File: src/rtl/emif_reg_bank.sv
// Register bank slave for the DSP asynchronous external-memory bus: R/W control registers,
// read-only status words and a sticky, maskable fault latch driving the active-low interrupt.
module emif_reg_bank #(
  parameter int                ADDR_W      = 14,
  parameter int                DATA_W      = 16,
  parameter logic [ADDR_W-1:0] BASE        = 14'h0040,
  parameter int                N_OUT       = 4,
  parameter int                N_IN        = 4,
  parameter int                FAULT_W     = 8,
  parameter int                SYNC_STAGES = 2,
  parameter logic [DATA_W-1:0] ID          = 16'h4001
) (
  input  logic                    CLK,
  input  logic                    RESETn,
  input  logic [ADDR_W-1:0]       Addr,
  input  logic [DATA_W-1:0]       DATA_IN,
  input  logic                    CSn,
  input  logic                    WEn,
  input  logic                    OEn,
  output logic [DATA_W-1:0]       DATA_OUT,
  output logic                    DATA_OE,
  output logic [N_OUT*DATA_W-1:0] OUT_REGS,
  output logic [N_OUT-1:0]        OUT_WSTB,
  input  logic [N_IN*DATA_W-1:0]  IN_REGS,
  input  logic [FAULT_W-1:0]      FAULT_INPUT,
  output logic                    FAULT_XINT
);

  localparam int S = SYNC_STAGES;
  localparam logic [3:0]        OFF_ID   = 4'h0;
  localparam logic [3:0]        OFF_RAW  = 4'h1;
  localparam logic [3:0]        OFF_LAT  = 4'h2;
  localparam logic [3:0]        OFF_MASK = 4'h3;
  localparam logic [ADDR_W-5:0] HI_CTL   = (ADDR_W-4)'(0);
  localparam logic [ADDR_W-5:0] HI_OUT   = (ADDR_W-4)'(1);
  localparam logic [ADDR_W-5:0] HI_IN    = (ADDR_W-4)'(2);

  logic                      rst_meta_q, rst_n_q;
  logic [S-1:0]              cs_sync_q, cs_sync_d, we_sync_q, we_sync_d;
  logic [S-1:0]              oe_sync_q, oe_sync_d, fill_q, fill_d;
  logic [S-1:0][ADDR_W-1:0]  addr_sync_q, addr_sync_d;
  logic [S-1:0][DATA_W-1:0]  data_sync_q, data_sync_d;
  logic [S-1:0][FAULT_W-1:0] flt_sync_q, flt_sync_d;
  logic                      we_dly_q, we_dly_d, armed_q, armed_d;
  logic                      wr_evt_q, wr_evt_d;
  logic [ADDR_W-1:0]         wr_off_q, wr_off_d;
  logic [DATA_W-1:0]         wr_data_q, wr_data_d;
  logic [N_OUT-1:0][DATA_W-1:0] out_q, out_d;
  logic [N_OUT-1:0]          wstb_q, wstb_d;
  logic [FAULT_W-1:0]        latched_q, latched_d, mask_q, mask_d;
  logic                      xint_q, xint_d;
  logic [DATA_W-1:0]         rd_q, rd_d;
  logic                      cs_s, we_s, oe_s, rise_s;
  logic [ADDR_W-1:0]         off_s;
  logic [FAULT_W-1:0]        flt_s, clr_s;

  // Reset synchroniser: asserts asynchronously, releases on CLK.
  always_ff @(posedge CLK or negedge RESETn) begin
    if (!RESETn) begin
      rst_meta_q <= 1'b0;
      rst_n_q    <= 1'b0;
    end else begin
      rst_meta_q <= 1'b1;
      rst_n_q    <= rst_meta_q;
    end
  end

  // Synchronisers, write detection/decode, fault latch and read mux.
  always_comb begin
    cs_sync_d   = {cs_sync_q[S-2:0], CSn};
    we_sync_d   = {we_sync_q[S-2:0], WEn};
    oe_sync_d   = {oe_sync_q[S-2:0], OEn};
    addr_sync_d = {addr_sync_q[S-2:0], Addr};
    data_sync_d = {data_sync_q[S-2:0], DATA_IN};
    flt_sync_d  = {flt_sync_q[S-2:0], FAULT_INPUT};
    fill_d      = {fill_q[S-2:0], 1'b1};
    cs_s        = cs_sync_q[S-1];
    we_s        = we_sync_q[S-1];
    oe_s        = oe_sync_q[S-1];
    flt_s       = flt_sync_q[S-1];
    off_s       = addr_sync_q[S-1] - BASE;

    // Only arm once a genuinely sampled WEn high has been seen, so a strobe
    // that straddled reset never produces a write after release.
    we_dly_d  = we_s;
    armed_d   = armed_q | (fill_q[S-1] & we_s);
    rise_s    = armed_q & we_s & ~we_dly_q & ~cs_s;
    wr_evt_d  = rise_s;
    wr_off_d  = off_s;
    wr_data_d = data_sync_q[S-1];

    wstb_d = '0;
    out_d  = out_q;
    mask_d = mask_q;
    clr_s  = '0;
    if (wr_evt_q) begin
      case (wr_off_q[ADDR_W-1:4])
        HI_CTL: begin
          case (wr_off_q[3:0])
            OFF_LAT:  clr_s  = wr_data_q[FAULT_W-1:0];
            OFF_MASK: mask_d = wr_data_q[FAULT_W-1:0];
            default:  clr_s  = '0;
          endcase
        end
        HI_OUT: begin
          for (int i = 0; i < N_OUT; i++) begin
            if (wr_off_q[3:0] == 4'(i)) begin
              wstb_d[i] = 1'b1;
              out_d[i]  = wr_data_q;
            end else begin
              out_d[i]  = out_q[i];
            end
          end
        end
        default: wstb_d = '0;
      endcase
    end else begin
      wstb_d = '0;
    end

    // A fault still asserted wins over a simultaneous clear.
    latched_d = (latched_q & ~clr_s) | ~flt_s;
    xint_d    = ~|(latched_q & mask_q);

    rd_d = '0;
    if (!cs_s && !oe_s) begin
      case (off_s[ADDR_W-1:4])
        HI_CTL: begin
          case (off_s[3:0])
            OFF_ID:   rd_d = ID;
            OFF_RAW:  rd_d = DATA_W'(flt_s);
            OFF_LAT:  rd_d = DATA_W'(latched_q);
            OFF_MASK: rd_d = DATA_W'(mask_q);
            default:  rd_d = '0;
          endcase
        end
        HI_OUT: begin
          for (int i = 0; i < N_OUT; i++) begin
            rd_d = rd_d | ((off_s[3:0] == 4'(i)) ? out_q[i] : '0);
          end
        end
        HI_IN: begin
          for (int i = 0; i < N_IN; i++) begin
            rd_d = rd_d | ((off_s[3:0] == 4'(i)) ? IN_REGS[i*DATA_W +: DATA_W] : '0);
          end
        end
        default: rd_d = '0;
      endcase
    end else begin
      rd_d = '0;
    end
  end

  // State registers; strobe and fault synchronisers preset to the idle (high) level.
  always_ff @(posedge CLK or negedge rst_n_q) begin
    if (!rst_n_q) begin
      cs_sync_q   <= '1;
      we_sync_q   <= '1;
      oe_sync_q   <= '1;
      flt_sync_q  <= '1;
      addr_sync_q <= '0;
      data_sync_q <= '0;
      fill_q      <= '0;
      we_dly_q    <= 1'b1;
      armed_q     <= 1'b0;
      wr_evt_q    <= 1'b0;
      wr_off_q    <= '0;
      wr_data_q   <= '0;
      out_q       <= '0;
      wstb_q      <= '0;
      latched_q   <= '0;
      mask_q      <= '1;
      xint_q      <= 1'b1;
      rd_q        <= '0;
    end else begin
      cs_sync_q   <= cs_sync_d;
      we_sync_q   <= we_sync_d;
      oe_sync_q   <= oe_sync_d;
      flt_sync_q  <= flt_sync_d;
      addr_sync_q <= addr_sync_d;
      data_sync_q <= data_sync_d;
      fill_q      <= fill_d;
      we_dly_q    <= we_dly_d;
      armed_q     <= armed_d;
      wr_evt_q    <= wr_evt_d;
      wr_off_q    <= wr_off_d;
      wr_data_q   <= wr_data_d;
      out_q       <= out_d;
      wstb_q      <= wstb_d;
      latched_q   <= latched_d;
      mask_q      <= mask_d;
      xint_q      <= xint_d;
      rd_q        <= rd_d;
    end
  end

  assign DATA_OUT   = rd_q;
  assign DATA_OE    = ~CSn & ~OEn;
  assign OUT_REGS   = out_q;
  assign OUT_WSTB   = wstb_q;
  assign FAULT_XINT = xint_q;

endmodule

File: config.mk
export PLATFORM = sky130hd
export DESIGN_NAME = emif_reg_bank
export DESIGN_NICKNAME = d
export VERILOG_FILES = /design/src/rtl/emif_reg_bank.sv
export SDC_FILE = /design/constraint.sdc
export NUM_CORES = 1
export LEC_CHECK = 0
export CORE_MARGIN = 2
export CORE_UTILIZATION = 25
export CTS_CLUSTER_SIZE = 20
export DETAILED_ROUTE_END_ITERATION = 8
export GPL_TIMING_DRIVEN = 1
export MAX_ROUTING_LAYER = met4
export PLACE_DENSITY = 0.55
export SLEW_MARGIN = 20
export SYNTH_ARGS = -nofsm -noshare
export SYNTH_HDL_FRONTEND = slang
export SYNTH_SLANG_ARGS = --single-unit
export TNS_END_PERCENT = 1
File: constraint.sdc
create_clock -name CLK -period 8.14 [get_ports CLK]
set_input_delay 2.035 -clock CLK [delete_from_list [all_inputs] [get_ports CLK]]
set_output_delay 2.035 -clock CLK [all_outputs]
set_load 0.02 [all_outputs]
==> qor.txt, run 1 <==
EDFF count, synth - 0
Final Max Tran Viols - 0
Initial antenna violation count - 0
GRT Overall Usage - 12.8%
Synth warn - 0
MaxCap Viol Count - 0
Most instantiated cells after synthesis - dfrtp_1 (188), mux2_2 (74), dfstp_2 (32), mux4_2 (28), a22oi_1 (26)
Final Setup Violations - 0
Cell area after layout - 11500 um^2
Area grow syn2layout - 40.2%
Chip Width - 185 um
Overall Power - 2.37 mW
Yosys top cell area share - 57.6%
Fin crit share - 64.0%
Critical path data arrival time - 3180 ps
Ys async rst share - 100%
Drt first pass iters - 4
RSZ-0062 raised after global routing - false
Hold Path Class - flip-flop to asynchronous set/reset pin
CTS Buf Count - 25
Syn_area_per_cell - 17.0 um^2
Status - complete, no violations
Leading area contributor after synthesis - dfrtp_1
Worst Hold Slack - 268 ps
Slew HR - 37.2%
PwrDens - 206 nW/um^2
CP max-delay cell - clkdlybuf4s50_1
Postcts setup bufs - 0
Cell variety after synth - 48
Total Wirelength - 21200 um
PostCTS Resize Cnt - 0
Pin count of the biggest net entering global routing - 78
Top Ports - 193
Nets - 801
Crit path top cell by count - clkdlybuf4s50_1
H-tree Lvls - 1
Slew @ Worst Pin - 941 ps
Row cnt - 66
Vias/cell - 4.22
Grt ovf - 0
Worst-Skew Late Latency - 510 ps
DRT iter0 DRCs - 155
Die Height - 185 um
Final hold vios - 0
Initial Util - 25.3%
Top area cells in the synthesized netlist - dfrtp_1 (58%), dfstp_2 (10%), mux2_2 (10%), mux4_2 (7.7%), a22oi_1 (2.4%)
Clock Sinks - 220
Routed Antenna Nets - 0
# DRC - 0
Most common flop cell mapped by yosys - dfrtp_1
Setup ws final - 2930 ps
Fin Setup TNS - 0 ps
Root buf cell - clkbuf_16
Clk buf depth - 3
R2R setup slack - 5240 ps
Diodes inserted - 0
CTS tree - done
PortBufs - 192
Fmax - 0.192 GHz
Static Leak - 4.76 nW
CP Cell Sequence - clkdlybuf4s50_1, nor2_1, clkdlybuf4s50_1
Ratio of cells with drive above 1 in the final layout - 29.3%
Syn Inst Count - 482
WS Path Type - input pin to output pin
Worst Path Required - 6110 ps
Post-synthesis sequential area ratio - 67.8%
Die area - 34200 um^2
CP max FO - 2
Startpoint Class - input pin
DP HPWL - 14200 um
Most common cell in the netlist - dfrtp_1
Dpl ws - 2920 ps
RD Place Congestion - 0.726
Critical Path Max Stage Delay - 610 ps
Yosys reg bits - 220
Area of placed instances - 10600 um^2
CP Capture Type - output pin
Hold Buf Count CTS - 0
Minimum clock period - 5210 ps
Maximum VDD drop - 0.131 mV
Vias - 4862
Synthesized cell area - 8170 um^2
Clock skew - 7.87 ps
Clk slew on worst S/H paths - 60 ps
Vias in the first global route - 5095
Routed wire length per instance - 18.4 um
First-pass GRT wire length - 31700 um
CORE AREA - 32400 um^2
power by group:
part	switching, mW	total [mW]	internal [mW]
clock network	0.445	1.09	0.642
logic	0.0463	0.119	0.0732
registers	0.0290	1.16	1.13
total	0.521	2.37	1.85
worst paths after layout:
| check | start | cells past startpoint | to |
|---|---|---|---|
| worst max-delay path | OEn | 3 | DATA_OE |
| worst min-delay path | rst_n_q | 0 | wr_data_q[0] |
| worst max register to register | addr_sync_q[21] | 6 | DATA_OUT[5] |
| worst min register to register | rst_n_q | 0 | wr_data_q[0] |
| max in group asynchronous | rst_n_q | 2 | addr_sync_q[15] |
| min in group CLK | wr_data_d[9] | 0 | wr_data_q[9] |
state kept, by name, summed over array words and instances, names as in the netlist, 2 cells and up:
signal       cells
mask_q           8
flt_sync_d       8
data_sync_d     16
addr_sync_d     14
DATA_OUT        16
OUT_REGS        64
OUT_WSTB         4
fill_q           2
we_sync_q        2
wr_off_q        14
cs_sync_q        2
wr_data_q       16
latched_q        8
wr_data_d       16
oe_sync_q        2
flt_s            8
addr_sync_q     14
cell type report:
class,instances,area (um^2)
clock buffers,35,713
fillers,3165,20900
well taps,442,553
inverters,6,22.5
multi-input cells,237,2510
clock inverters,10,87.6
flip-flops and latches,220,5550
repair buffers,202,2020
through the flow:
stage          cells  utilization (%)
3_3_place_gp    1106             32.8
4_1_cts         1151             35.3
5_1_grt         1152             35.4
2_1_floorplan    483                -
6_report        1152             35.4
3_5_place_dp    1106             32.8
layer usage:
layer | track usage (%) | part of all wire, % | vias to the layer above | wire [um]
met5 | - | 0 | - | 0
met4 | 2.92 | 2.2 | 0 | 468
met3 | 2.83 | 6.0 | 37 | 1270
met2 | 20.5 | 48 | 136 | 10200
met1 | 16.6 | 44 | 2498 | 9240
li1 | - | - | 2191 | -
logic make-up (layout without fill, tap and decap cells):
| family | Yosys count | after routing | share of synthesized area, % |
|---|---|---|---|
| muxes | 114 | 114 | 20.0 |
| DFF | 220 | 220 | 67.8 |
| xor gates and xnor gates | 5 | 5 | 0.536 |
| AOI/OAI and AO/OA | 51 | 51 | 4.49 |
| other | 1 | 2 | 0.0459 |
| buffers and inverters | 26 | 253 | 1.61 |
| and+or+nand+nor | 63 | 63 | 5.19 |
| adders and majority gates | 2 | 2 | 0.306 |
critical path: cells and delay by family:
family,cells,cell delay (ps)
and+or+nand+nor,1,110
buffers and inverters,2,1030
placed cells by master, fill, tap and decap left out, drive strengths merged, types with 4 or more instances in the layout:
| master | instances |
|---|---|
| clkdlybuf4s50 | 192 |
| dfrtp | 188 |
| mux2 | 84 |
| clkbuf | 35 |
| dfstp | 32 |
| mux4 | 28 |
| a22oi | 26 |
| nor2 | 16 |
| nor2b | 11 |
| buf | 10 |
| o22ai | 8 |
| a31oi | 8 |
| clkinv | 7 |
| inv | 6 |
| nor4 | 6 |
| nand2 | 4 |
| nand3 | 4 |
Note: power is estimated with default switching activity, not from simulation.
==> run 2: changes to the inputs <==
--- a/config.mk
+++ b/config.mk
@@ -11,7 +11,7 @@
 export DETAILED_ROUTE_END_ITERATION = 8
 export GPL_TIMING_DRIVEN = 1
 export MAX_ROUTING_LAYER = met4
-export PLACE_DENSITY = 0.55
+export PLACE_DENSITY = 0.56
 export SLEW_MARGIN = 20
 export SYNTH_ARGS = -nofsm -noshare
 export SYNTH_HDL_FRONTEND = slang
==> constraint.sdc (replaced) <==
create_clock -name CLK -period 4.2 [get_ports CLK]
set_input_delay 1.05 -clock CLK [delete_from_list [all_inputs] [get_ports CLK]]
set_output_delay 1.05 -clock CLK [all_outputs]
set_load 0.02 [all_outputs]
==> run 2 against run 1 <==
Net effect: first-iteration DRC count grew 61%; die area unchanged; sequential cell count stayed put; highest routed layer unchanged.
==> qor.txt, run 2 (synthesis gave the netlist of run 1 again) <==
DRT iter0 DRCs - 249
Chip Width - 185 um
PwrDens - 411 nW/um^2
Die Height - 185 um
Clock skew - 22.1 ps
Startpoint Class - input pin
First-pass GRT wire length - 34500 um
Worst-Skew Late Latency - 520 ps
Root buf cell - clkbuf_16
Ratio of cells with drive above 1 in the final layout - 29.4%
Clk buf depth - 3
Routed wire length per instance - 19.6 um
Row cnt - 66
Static Leak - 4.80 nW
Vias in the first global route - 5347
Vias - 4955
Top Ports - 193
Reg2reg path depth - 6
Die area - 34200 um^2
Fin crit share - 76.9%
Total Wirelength - 22600 um
# DRC - 0
PostCTS Resize Cnt - 0
Drt first pass iters - 4
WS Path Type - input pin to output pin
Number of fill cells - 3140
Hold Buf Count CTS - 0
Sequential Area - 5550 um^2
PortBufs - 192
Commonest non-fill, non-tap cells in the layout - clkdlybuf4s50_1 (192), dfrtp_1 (185), mux2_2 (74)
Final core occ - 35.7%
Nets - 801
RD Place Congestion - 0.738
CP Capture Type - output pin
Slew @ Worst Pin - 914 ps
Routed Antenna Nets - 0
Final hold vios - 0
Slew HR - 39.1%
Final Max Tran Viols - 0
Fmax - 0.310 GHz
Status - complete, no violations
Critical path data arrival time - 2180 ps
H-tree Lvls - 1
Final Setup Violations - 0
Hold Path Depth - 0
Area grow syn2layout - 41.3%
Maximum VDD drop - 0.257 mV
Postcts setup bufs - 0
DP HPWL - 15800 um
Clock Sinks - 220
Hold Path Class - flip-flop to flip-flop
Fin Setup TNS - 0 ps
Vias/cell - 4.29
Worst Path Required - 3150 ps
Multi-input gate area - 2520 um^2
Grt ovf - 0
Initial antenna violation count - 3
CORE AREA - 32400 um^2
Pin count of the biggest net entering global routing - 81
MaxCap Viol Count - 0
Clk slew on worst S/H paths - 60 ps
RSZ-0062 raised after global routing - false
Initial Util - 25.3%
Largest register FFs - 64
CTS tree - done
CP max FO - 2
GRT Overall Usage - 13.9%
CTS Buf Count - 25
Minimum clock period - 3230 ps
Commonest non-fill, non-tap cell in the layout - clkdlybuf4s50_1
## run 2: layout make-up
cell class              instances  area share, %
diodes                          3         0.0650
repair buffers                202           17.5
inverters                       6          0.195
well taps                     442           4.79
clock inverters                 6          0.910
flip-flops and latches        220           48.1
multi-input cells             237           21.8
clock buffers                  39           6.65
## run 2: worst paths after layout
check / to / slack [ps] / startpoint
worst max-delay path: DATA_OE / 970 / OEn
worst min-delay path: addr_sync_q[18] / 340 / addr_sync_d[18]
worst max register to register: DATA_OUT[2] / 1570 / addr_sync_q[21]
worst min register to register: addr_sync_q[18] / 340 / addr_sync_d[18]
max in group asynchronous: flt_sync_d[9] / 2790 / rst_n_q
min in group asynchronous: addr_sync_d[15] / 430 / rst_n_q
## run 2: worst max-delay path, cell delays in order
cell             delay [ps]
clkdlybuf4s50_1         420
nor2_1                  110
clkdlybuf4s50_1         600
## run 2: where the power goes
part           internal (mW)  switching, mW  leakage, nW
Sequential              2.19         0.0646         2.69
Combinational          0.143         0.0833         1.67
Clock                   1.43          0.839        0.433
## run 2: routing by layer
| layer | wire length [um] | part of all wire (%) | vias to the layer above | track usage [%] |
|---|---|---|---|---|
| met3 | 1430 | 6.3 | 32 | 3.50 |
| met5 | 0 | 0 | - | - |
| li1 | - | - | 2210 | - |
| met1 | 9550 | 42 | 2597 | 17.6 |
| met4 | 463 | 2.0 | 0 | 3.75 |
| met2 | 11200 | 49 | 116 | 22.3 |
## run 2: per-stage QoR
step | setup slack, ps | power, mW | hold slack (ps) | std cells | instance area, um^2
global placement | 959 | 2.52 | 332 | 1107 | 10700
floorplan | 612 | 2.37 | 331 | 483 | 8180
finish | 972 | 4.75 | 341 | 1155 | 11500
CTS | 960 | 4.83 | 342 | 1152 | 11500
detailed placement | 960 | 2.52 | 335 | 1107 | 10700
global route | 906 | 4.95 | 347 | 1155 | 11500
==> RTL edit 1, RTL diff (config.mk and constraints of run 2) <==
The output `DATA_OUT` loses its register stage (`rd_q` becomes a continuous assignment).
--- a/src/rtl/emif_reg_bank.sv
+++ b/src/rtl/emif_reg_bank.sv
@@ -173,3 +173,2 @@
       xint_q      <= 1'b1;
-      rd_q        <= '0;
     end else begin
@@ -192,5 +191,6 @@
       xint_q      <= xint_d;
-      rd_q        <= rd_d;
     end
   end
+
+  assign rd_q = rd_d;
 
Formal check against the unedited RTL: not equivalent (a bounded check fails within 10 cycles, from zero or initial values and one cycle with RESETn low).
==> RTL edit 1 against run 2 <==
  * Setup slack worse by 740 ps
  * Combinational power is 4% higher
  * Design area is 4.0% lower
  * Sequential cell count shrank 16
  * Non-clock buffer count increased by 4
  * Synthesized cell count fell by 3.3%
  * Area after synthesis decreased by 4.9%
  * Routed wire length down 3.3%
  * Power decreased by 6.6%
  * Clock power down 7%
  * Critical path type is now reg2out
==> RTL edit 1: results (changes against run 2) <==
Global route
  – Antenna violations before repair: 1 (-2)
  – Pin count of the biggest net entering global routing: 116 (+43%)
  – Overall fraction of global-route tracks in use: 0.138 (-0.00142)
  – First-pass GRT wire length: 33.0 mm (-4.4%)
  – Via count of the first global-routing pass: 5113 (-4.4%)

Cells and area
  – Flip-flop count of the largest register after layout: 64 (unchanged)
  – Number of nets in the layout: 788 (-1.6%)
  – Share of post-route cells with drive strength above 1: 0.307 (+0.0127)

Synth
  – Warnings from Yosys: 0 (unchanged)
  – Cells taking the most area after synthesis: dfrtp_1 (55%), dfstp_2 (11%), mux2_2 (11%)
  – Top cells by count, synth: dfrtp_1 (172), mux2_2 (74), dfstp_2 (32), mux4_2 (28), a22oi_1 (26)
  – Predominant post-synthesis flop cell: dfrtp_1
  – Share of synthesized area occupied by flip-flops and latches: 0.662 (-0.0166)
  – Number of distinct library cells after synthesis: 48 (unchanged)
  – Synth Area per Inst: 16.7 µm² (-1.6%)
  – Post-synthesis async set-or-reset flop share: 1.00 (unchanged)

Power
  – Leakage dissipation: 4.79 nW (-0.24%)
  – Worst vdd ir: 224 µV (-13%)

Worst setup path
  – Setup crit start: addr_sync_q[21]$_DFF_PN0_
  – Family of cells with the greatest summed delay on the critical path: simple AND/OR/NAND/NOR gates
  – Data arrival time at the worst-slack endpoint: 2920 ps (+740 ps)
  – Launch point of the worst reg-to-reg path: wr_off_q[5]$_DFF_PN0_
  – Biggest fanout along the worst timing path: 8 (+6)
  – Largest incremental delay on the critical path: 610 ps
  – R2R Setup Slk: 1810 ps (+240 ps)
  – Worst path slowest cell: or4b_2

Route
  – Detail-routed via count per cell: 4.42 (+3.1%)
  – Wirelength, routed: 21.9 mm (-3.3%)
  – Wire per inst: 20.0 µm (+2.1%)
  – DR top layer: met4
  – Detail Route met2 WL: 10.5 mm (-5.9%)
  – Met1 wire length: 9.59 mm (+0.39%)
  – WL met3: 1.18 mm (-18%)
  – Pre-antenna DRT Iters: 4 (unchanged)
  – Violation count after the first detailed-routing iteration: 269 (+8.0%)

Clock network
  – Number of buffers on the longest clock path: 3 (unchanged)
  – Clock-pin slew reported for the worst setup and hold paths after clock tree synthesis: 60 ps (about the same)
  – Deepest level of the CTS H-tree: 1 (unchanged)
  – Clock Tree Root: clkbuf_16
  – Number of clock buffers inserted by TritonCTS: 24 (-4.0%)
  – Latest clock arrival within the worst-skew pair: 520 ps (about the same)
  – Post-CTS Setup Bufs: 0 (unchanged)

Place
  – Total half-perimeter wirelength after legalization and detailed placement: 14.9 mm (-5.5%)
  – Routability cong.: 0.723 (-2.1%)
  – Port Buf Inserts: 192 (unchanged)
  – Cell Count Post-Placement: 1049 (-5.2%)

Job
  – Count of maximum capacitance violations: 0 (unchanged)

STA
  – Actual transition at the worst max-transition pin: 777 ps (-137 ps)
  – Worst clock skew: 10.9 ps (-11.2 ps)

Run status
  – Result of the run: finished clean

Hold path
  – Tightest Hold Check Type: reg2async
[RTL edit 1: changes by cell type after synthesis, sizes merged]
cell	delta
dfrtp	-16
[RTL edit 1: layout make-up]
| class | instances | area [µm²] |
|---|---|---|
| Multi-Input combinational cell | 237 | 2520 |
| Tap cell | 396 | 495 |
| Clock buffer | 32 | 661 |
| Fill cell | 2927 | 19500 |
| Sequential cell | 204 | 5150 |
| Inverter | 6 | 22.5 |
| Antenna cell | 1 | 2.50 |
| Clock inverter | 12 | 151 |
| Timing Repair Buffer | 206 | 2080 |
[RTL edit 1: power breakdown]
part	total (W)	leakage, nW	switching, W	internal [W]
sequential	0.00209	2.47	0.0000574	0.00204
clock	0.00211	0.396	0.000819	0.00129
combinational	0.000234	1.92	0.0000898	0.000144
[RTL edit 1: stage by stage]
stage	instance area, µm²	setup WS (ps)	hold slack [ps]
finish	11100	230	249
CTS	11100	11.4	266
floorplan	7780	870	331
detailed placement	10200	120	260
global placement	10200	131	258
global route	11100	47.9	287
[RTL edit 1: worst paths after layout]
| kind | cells after the start | end |
|---|---|---|
| worst min-delay path | 0 | addr_sync_q[26]$_DFF_PN0_ |
| max in group asynchronous | 1 | addr_sync_q[14]$_DFF_PN0_ |
| worst max register to register | 5 | OUT_REGS[12]$_DFFE_PN0P_ |
| worst min register to register | 0 | addr_sync_q[26]$_DFF_PN0_ |
| worst max-delay path | 8 | DATA_OUT[5] |
| min in group CLK | 0 | wr_data_d[4]$_DFF_PN0_ |
[RTL edit 1: layer usage]
metal	global-route usage	vias to the layer above
met5	-	-
met4	0.0400	0
met3	0.0293	32
met2	0.220	143
met1	0.177	2501
li1	-	2161
[RTL edit 1: logic make-up (layout without fill, tap and decap cells)]
| logic type | Yosys count | count (layout) | synth area share |
|---|---|---|---|
| muxes | 114 | 114 | 0.210 |
| adders and majority gates | 2 | 2 | 0.00322 |
| xor gates and xnor gates | 5 | 5 | 0.00563 |
| DFF | 204 | 204 | 0.662 |
| AOI/OAI and AO/OA | 51 | 51 | 0.0472 |
| and+or+nand+nor | 63 | 63 | 0.0546 |
| other | 1 | 3 | 0.000482 |
| buffers and inverters | 26 | 256 | 0.0169 |
[RTL edit 1: repair_timing]
action,4_1_cts,5_1_grt
resized for setup,4,11
hold buffers,0,0
pin swaps,0,0
setup endpoints to repair,14,11
==> RTL edit 2, RTL diff (config.mk and constraints of run 2) <==
Without the edit above. The parameter `N_OUT` goes from 4 to 8.
--- a/src/rtl/emif_reg_bank.sv
+++ b/src/rtl/emif_reg_bank.sv
@@ -6,3 +6,3 @@
   parameter logic [ADDR_W-1:0] BASE        = 14'h0040,
-  parameter int                N_OUT       = 4,
+  parameter int                N_OUT       = 8,
   parameter int                N_IN        = 4,
Ports: changed (resized OUT_REGS and OUT_WSTB); port bits go from 193 to 261. The function was not compared with the original's and may differ.
==> RTL edit 2 against run 2 <==
  * Via count rose by 55%
  * Routed wire length rose by 69%
  * Setup slack lost 12 ps
  * Sequential power is 29% higher
  * Sequential cell count is 68 higher
  * Design area up 38%
  * Power up 30%
  * Area after synthesis is 40% higher
  * Utilization decreased by 0.54 points
  * Hold slack lost 23 ps
  * Critical endpoint unchanged
  * Largest power group unchanged
==> RTL edit 2: results (changes against run 2) <==
Synth
  – Share of cell area taken by muxes after synthesis: 0.215 (+0.0149)
  – Share of synthesized area occupied by flip-flops and latches: 0.634 (-0.0445)
  – Top cells by count, synth: dfrtp_1 (256), mux2_2 (139), mux2i_1 (44), dfstp_2 (32), nand2_1 (32)
  – Number of distinct library cells after synthesis: 54 (+13%)
  – XOR/XNOR Fraction of Synth Area: 0.00536 (+0.00000539)
  – Cells taking the most area after synthesis: dfrtp_1 (56%), mux2_2 (14%), dfstp_2 (7.4%)
  – Post-Synth Adder-Cell Area: 0.00219 (-0.000872)
  – Share of the synthesized area in compound gates (AO/OA/AOI/OAI): 0.0619 (+0.0171)

Cells and area
  – Layout Cell Area excl Fill: 15900 µm² (+38%)
  – Buffers outside the clock class: 285 (+41%)
  – Number of nets in the layout: 1175 (+47%)
  – Share of post-route cells with drive strength above 1: 0.263 (-0.0318)
  – Flip-flop count of the largest register after layout: 128 (+100%)
  – Combined flip-flop and latch cell area: 7260 µm² (+31%)
  – Signal buf overhead: 0.177 (+0.00183)
  – Clock distribution area overhead in the final layout: 0.0705 (-0.00517)
  – Antenna Cells: 0 (-3)
  – Fraction of area in multi-input gates: 0.246 (+0.0278)
  – Fill cell instance count of the final layout: 4447 (+42%)

Route
  – Violation count after the first detailed-routing iteration: 397 (+59%)
  – Detailed-route via count: 7663 (+55%)

STA
  – Relative slew slack: 0.272 (-0.118)
  – Worst-case hold slack: 318 ps (-23.4 ps)
  – Worst clock skew: 37.8 ps (+15.7 ps)
  – Final period util: 0.771 (+0.00274)

Clock network
  – Latest clock arrival within the worst-skew pair: 550 ps (+30 ps)
  – Deepest level of the CTS H-tree: 2 (+1)
  – Number of clock buffers inserted by TritonCTS: 35 (+40%)
  – Clock Sinks: 288 (+31%)

Global route
  – First-pass GRT wire length: 55.3 mm (+60%)
  – Antenna violations before repair: 0 (-3)
  – Overall fraction of global-route tracks in use: 0.166 (+0.0271)
  – Pin count of the biggest net entering global routing: 150 (+85%)

Power
  – Leakage dissipation: 6.86 nW (+43%)

Place
  – Post-detailed-placement cell area: 14800 µm² (+39%)
  – Cell Count Post-Placement: 1629 (+47%)
  – Port Buf Inserts: 260 (+35%)
  – Post-place setup slack: 963 ps (+2.49 ps)
  – Total half-perimeter wirelength after legalization and detailed placement: 27.2 mm (+72%)

Worst setup path
  – Launch point of the worst reg-to-reg path: wr_off_q[9]$_DFF_PN0_

Run status
  – Result of the run: finished clean
## RTL edit 2: cell types whose count changed after synthesis, sizes merged, moves of 6 or more
cell and change:
nand2 +28, mux2i +42, o22ai +11, a21oi +7
buf +18, dfrtp +68, nand3 +6, o21ai +17
mux4 -14, nor2 +8, clkbuf +11, mux2 +64
inv +9
## RTL edit 2: where the power goes
part,total (W),switching (W),internal [W]
sequential,0.00291,0.0000623,0.00285
clock,0.00294,0.00118,0.00175
combinational,0.000316,0.000161,0.000155
total,0.00616,0.00141,0.00476
## RTL edit 2: logic make-up after synthesis
group,after synthesis
AOI/OAI and AO/OA,104
buffers and inverters,64
other,1
xor gates and xnor gates,7
DFF,288
and+or+nand+nor,120
adders and majority gates,2
muxes,206
## RTL edit 2: routing by layer
metal  GRT usage  share of wire
met3      0.0367          0.056
met2       0.261           0.47
met5           -              0
met1       0.218           0.45
met4      0.0440          0.021
## RTL edit 2: critical path, stage by stage
cell and delay [ps]:
clkdlybuf4s50_1 420, nor2_1 110, clkdlybuf4s50_1 610
